### config.mk
export PLATFORM = sky130hd
export DESIGN_NAME = serial_subtractor
export DESIGN_NICKNAME = d
export VERILOG_FILES = /design/src/rtl/serial_subtractor.sv
export SDC_FILE = /design/constraint.sdc
export NUM_CORES = 1
export LEC_CHECK = 0
export CAP_MARGIN = 0
export CORE_AREA = 2 2 57 70
export DETAILED_ROUTE_END_ITERATION = 12
export DIE_AREA = 0 0 59 72
export GPL_ROUTABILITY_DRIVEN = 1
export GPL_TIMING_DRIVEN = 0
export PLACE_DENSITY = 0.74
export SYNTH_ARGS = -nofsm -noshare
export SYNTH_HDL_FRONTEND = slang
export SYNTH_SLANG_ARGS = --single-unit
### constraint.sdc
create_clock -name clk -period 1.4 [get_ports clk]
set_input_delay 0.42 -clock clk [delete_from_list [all_inputs] [get_ports clk]]
set_output_delay 0.42 -clock clk [all_outputs]
set_load 0.005 [all_outputs]
### src/rtl/serial_subtractor.sv
// serial_subtractor: bit-serial two's-complement subtractor computing a - b.
// Bits are processed LSB first, one per clock, through a single
// full-subtractor cell and a borrow flip-flop. A start/busy/done handshake
// loads operands and returns the result.
// Optional feature: define SERSUB_OVF_EN to add the registered signed
// overflow output 'ovf' and the operand MSB capture it needs.

module serial_subtractor #(
  parameter int WIDTH = 8
) (
  input  logic             clk,
  input  logic             rst_n,
  input  logic             start,
  input  logic [WIDTH-1:0] a,
  input  logic [WIDTH-1:0] b,
  output logic             busy,
  output logic             done,
  output logic [WIDTH-1:0] diff,
  output logic             borrow
`ifdef SERSUB_OVF_EN
  ,
  output logic             ovf
`endif
);

  localparam int CNT_W = (WIDTH > 2) ? $clog2(WIDTH) : 1;

  typedef enum logic [1:0] {
    IDLE = 2'd0,
    RUN  = 2'd1,
    DONE = 2'd2
  } state_t;

  state_t r_state;
  state_t w_nextState;

  logic [WIDTH-1:0] r_aSr;
  logic [WIDTH-1:0] r_bSr;
  logic [WIDTH-1:0] r_diff;
  logic [CNT_W-1:0] r_cnt;
  logic             r_br;
  logic             r_borrow;

  logic w_x;
  logic w_y;
  logic w_d;
  logic w_brNext;
  logic w_lastBit;

`ifdef SERSUB_OVF_EN
  logic r_aMsb;
  logic r_bMsb;
  logic r_ovf;
`endif

  // Full-subtractor cell on the current LSBs plus the running borrow
  assign w_x      = r_aSr[0];
  assign w_y      = r_bSr[0];
  assign w_d      = w_x ^ w_y ^ r_br;
  assign w_brNext = (~w_x & w_y) | (~w_x & r_br) | (w_y & r_br);
  assign w_lastBit = (r_cnt == CNT_W'(WIDTH - 1));

  // State register
  always_ff @(posedge clk or negedge rst_n) begin
    if (!rst_n) begin
      r_state <= IDLE;
    end else begin
      r_state <= w_nextState;
    end
  end

  // Next-state logic: start only matters in IDLE, DONE lasts one cycle
  always_comb begin
    w_nextState = r_state;
    case (r_state)
      IDLE:    if (start) w_nextState = RUN;
      RUN:     if (w_lastBit) w_nextState = DONE;
      DONE:    w_nextState = IDLE;
      default: w_nextState = IDLE;
    endcase
  end

  // Datapath: load operands on accept, shift one bit per RUN cycle,
  // capture the final borrow (and overflow) on the last bit
  always_ff @(posedge clk or negedge rst_n) begin
    if (!rst_n) begin
      r_aSr    <= '0;
      r_bSr    <= '0;
      r_diff   <= '0;
      r_cnt    <= '0;
      r_br     <= 1'b0;
      r_borrow <= 1'b0;
`ifdef SERSUB_OVF_EN
      r_aMsb   <= 1'b0;
      r_bMsb   <= 1'b0;
      r_ovf    <= 1'b0;
`endif
    end else begin
      case (r_state)
        IDLE: begin
          if (start) begin
            r_aSr <= a;
            r_bSr <= b;
            r_br  <= 1'b0;
            r_cnt <= '0;
`ifdef SERSUB_OVF_EN
            r_aMsb <= a[WIDTH-1];
            r_bMsb <= b[WIDTH-1];
`endif
          end
        end
        RUN: begin
          r_diff <= {w_d, r_diff[WIDTH-1:1]};
          r_aSr  <= {1'b0, r_aSr[WIDTH-1:1]};
          r_bSr  <= {1'b0, r_bSr[WIDTH-1:1]};
          r_br   <= w_brNext;
          r_cnt  <= r_cnt + CNT_W'(1);
          if (w_lastBit) begin
            r_borrow <= w_brNext;
`ifdef SERSUB_OVF_EN
            r_ovf <= (r_aMsb != r_bMsb) && (w_d != r_aMsb);
`endif
          end
        end
        default: ;
      endcase
    end
  end

  assign busy   = (r_state != IDLE);
  assign done   = (r_state == DONE);
  assign diff   = r_diff;
  assign borrow = r_borrow;
`ifdef SERSUB_OVF_EN
  assign ovf    = r_ovf;
`endif

endmodule

# After elaboration in Yosys (flattened, before gate mapping)
# Index checks and enable logic that the tools add are counted.
[totals]
reg_bits = 31
in_bits = 19
out_inout_bits = 11
word_cells = 38
[op_classes]
n_addsub = 1
n_eq_ne = 5
mux = 11
bitwise = 8
reduce_logical = 6
[ops]
columns = ["op", "n"]
rows = [
  ["8-bit one-hot mux with 2 select lines", 2],
  ["8-bit 2-to-1 mux", 2],
  ["3-bit one-hot mux with 2 select lines", 1],
  ["2-bit AND reduction", 3],
  ["2-bit 2-to-1 mux", 2],
  ["2-bit inequality test (second input constant)", 2],
  ["2-bit one-hot mux with 2 select lines", 1],
  ["2-bit nonzero test", 2],
  ["3-bit by 1-bit adder with 3-bit output (second input constant)", 1],
  ["1-bit AND", 3],
  ["3-bit == test (second input constant)", 1],
  ["3-bit 2-to-1 mux", 1],
  ["2-bit by 1-bit == test with 1-bit output (second input constant)", 1],
  ["2-bit == test (second input constant)", 1],
  ["2-bit logical NOT", 1],
  ["1-bit bitwise OR", 2],
  ["1-bit one-hot mux with 2 select lines", 1],
  ["1-bit bitwise XOR", 2],
  ["1-bit 2-to-1 mux", 1],
  ["1-bit inverter", 1],
]

# Logic depth before layout (Yosys ltp)
[depth]
depth_word = 5
ltp_mapped = 5

# Worst setup path after synthesis
# Ideal clock, no wire load.
[synth_timing]
path_type = "reg2out"
from = "reg r_state[1]"
to = "out busy"
arrival_time_ps = 1048
required_time_ps = 980
slack_ps = -68
path_stages_with_launch = 5
path_cell_list = "dfrtp_1 buf_6 buf_6 buf_2 or2_2"
[synth_via]
elab_chain_len = 1
[synth_lines]
columns = ["item", "line_no", "rtl"]
rows = [
  ["start: declaration", "34", "state_t r_state;"],
  ["start signal: assignment", "68", "r_state <= w_nextState;"],
  ["2-bit nonzero test", "130", "assign busy = (r_state != IDLE);"],
  ["end: declaration", "16", "output logic busy,"],
]
# Every way passes these cells.

# Final worst setup path
# Same ends and word-level chain as after synthesis.

==> summary.txt <==
Status: finished with violations
Failing checks: negative setup slack
Hold_ws: 318.6 ps
Global-route wire length before repair: 5.934 mm
GPL Wtd Cong: 0.7493
Tightest Pin Transition: 788.6 ps
Number of global-route vias before repair: 1,273
H-tree depth: 2
Clock Path Buffers: 2
Largest net degree at the start of global routing: 32
Slowest cell on the critical path: dfrtp_1
Setup Crit Path Kind: flop to output port
Crit path time final: 1659 ps
Layout cells sized above 1: 0.3663
Post-layout instance area: 2211 um2
Core ar.: 3543 um2
Max-Cap Viols: 0
Commonest non-fill, non-tap cell in the layout: dfrtp_1
Crit-path max FO: 3
R2R Setup Slk: 30 ps
Total die area: 4248 um2
Initial antenna violation count: 0
Residual DRC: 0
Post-synthesis cell area: 1556 um2
CP startpoint kind: flop
Via count: 1,156
Final WL: 3.451 mm
Number of synthesized register bits: 31
# fillers: 294
Remaining Overflow, GRT: 0
Leakage Power: 1.004 nW
RR Startpoint: r_state[1]
Critical path endpoint category: output port
Num ports: 30
CTS clk-pin slew, worst paths: 60 ps
Top-area cell type share of the netlist area: 0.4984
Tcrit/Tclk final: 1.185
Distinct cell type count after synthesis: 27
Final WS setup: -258.6 ps
Commonest cells after routing, fill and taps aside: dfrtp_1 (31), clkdlybuf4s50_1 (16), inv_1 (12)
Reg2reg path depth: 6
Post-DP Area: 1904 um2
Area delta synth->final: 42.04%
Critical path data required time: 980 ps
Inserted Diodes: 0
Clock Skew: 4.796 ps
Drt wl/cell: 16.36 um
Nets: 193
WP data arrival: 1240 ps
Avg Inst Size Synth: 12.45 um2
Pre-Repair DR Iteration Count: 2
Unrepaired setup endpoints after global routing: yes
Clock Root Buffer: clkbuf_8
Seq/Total Area, Yosys: 0.4984
Cts bufs inserted: 5
PortBufs: 29
Hold Crit Class: primary input to async pin
CTS tree: done
Final setup violation count: 2
Pwr Density: 2032 nW/um2
Most Frequent Cell on Critical Path: buf_6
Global routing usage on met2: 0.3148
Largest area contributor in the netlist: dfrtp_1
Crit-path max cell delay: 400 ps
Die height: 72 um
Final count of hold timing violations: 0
Met1 usage: 0.2276
Slew margin rel.: 0.4743
Critical path cell sequence: buf_6 -> buf_6 -> or2_4 -> buf_6
Die width: 59 um
Worst setup path startpoint: r_state[1]
Reg-to-reg endpoint: r_bSr[2]
Met3 GRT Util: 0.04813
All-Layer GR Usage: 0.1845
Slew Viols, Final: 0
Worst skew pair latency: 280 ps
Non-Filler Instances: 211
Most area-consuming cells after synthesis: dfrtp_1 (50%), nor3b_1 (5.8%), nor4b_1 (5.6%), buf_6 (5.1%), mux2_2 (5.1%)
Rows: 24
Sink Count: 31
Yosys warns: 0
Syn Nets: 147
Peak Freq: 602.9 MHz
Final ANT Viol Nets: 0
Iteration-0 DRC Markers: 9
Peak VDD IR: 0.001285 V
Initial Utilization: 0.4393
Hold_buf cts: 0
Grt peak-use layer: met2
Vias per std cell: 5.479
Final HPWL DP: 2.262 mm
Post-Place Cells: 193
Syn Inst Count: 125
==> report_power, final <==
group          switching [mW]  leakage (nW)  total (mW)  internal (mW)
combinational           0.895         0.584        2.14           1.25
sequential              0.259         0.368        1.59           1.33
clock                   0.313        0.0515       0.761          0.448
total                    1.47          1.00        4.49           3.03
==> registers in the layout, indices dropped and copies added (netlist names) <==
| register | flops |
|---|---|
| r_bSr | 8 |
| r_br | 1 |
| borrow | 1 |
| r_state | 2 |
| r_cnt | 3 |
| r_aSr | 8 |
| diff | 8 |
==> per-stage QoR <==
step / util / TNS (ps) / total power [mW] / worst slack [ps]
6_report: 0.6239 / -422.7 / 4.493 / -258.6
2_1_floorplan: - / 0 / 2.808 / 22.33
3_5_place_dp: 0.5374 / -29710 / 3.476 / -691.8
3_3_place_gp: 0.5374 / -27500 / 3.381 / -629.1
5_1_grt: 0.6239 / -543.1 / 4.821 / -297.0
4_1_cts: 0.6137 / -573.9 / 4.453 / -327.2
==> cells in the mapped netlist, drive strengths merged <==
cell type / number
a22o: 3
a211oi: 10
o21bai: 1
nor2b: 2
inv: 12
o221a: 4
nor3b: 12
or4b: 4
nor4bb: 2
ha: 2
nand2b: 3
buf: 10
clkbuf: 2
mux2i: 2
nand3b: 1
dfrtp: 31
or2: 1
a211o: 2
fa: 1
o21ba: 1
nor4b: 10
mux2: 8
a21oi: 1
==> layer usage <==
metal  routed length (um)  vias to the layer above
met1                 1402                      579
met3                  126                        7
met2                 1869                       21
li1                     -                      549
met5                    0                        -
met4                   53                        0
==> cell families after synthesis <==
group                      after synthesis  share of synthesized area
and+or+nand+nor                         35                     0.1865
buffers and inverters                   24                    0.09566
AOI/OAI and AO/OA                       22                     0.1198
DFF                                     31                     0.4984
muxes                                   10                    0.07074
adders and majority gates                3                    0.02894
==> layout make-up <==
type	count	area, um2	share of cell area
clock buffer	8	100.1	0.04527
sequential	31	775.7	0.3509
multi-input combinational	70	759.5	0.3435
buffer	10	112.6	0.05093
timing repair buffer	41	369.1	0.1669
tap	39	48.80	0.02207
inverter	12	45.04	0.02037
==> worst max-delay path, delay by kind of cell (launching register included) <==
kind / cells / cell delay (ps)
flops: 1 / 400
buf+inv: 3 / 350
simple gates: 1 / 220
==> repair_timing <==
| action | in CTS | in global routing |
|---|---|---|
| gates resized for setup | 44 | 8 |
| pin swaps | 3 | 0 |
| setup endpoints to repair | 56 | 14 |
| buffers inserted | 10 | 3 |
==> worst max-delay path by stage <==
stage,end,slack [ps],cells after the start
final,busy,-260,4
after global routing,busy,-300,4
after CTS,busy,-330,5
after detailed placement,r_bSr[5],-690,1
after global placement,r_bSr[4],-630,1
after floorplan,busy,20,4
Note: power is estimated with default switching activity, not from simulation.
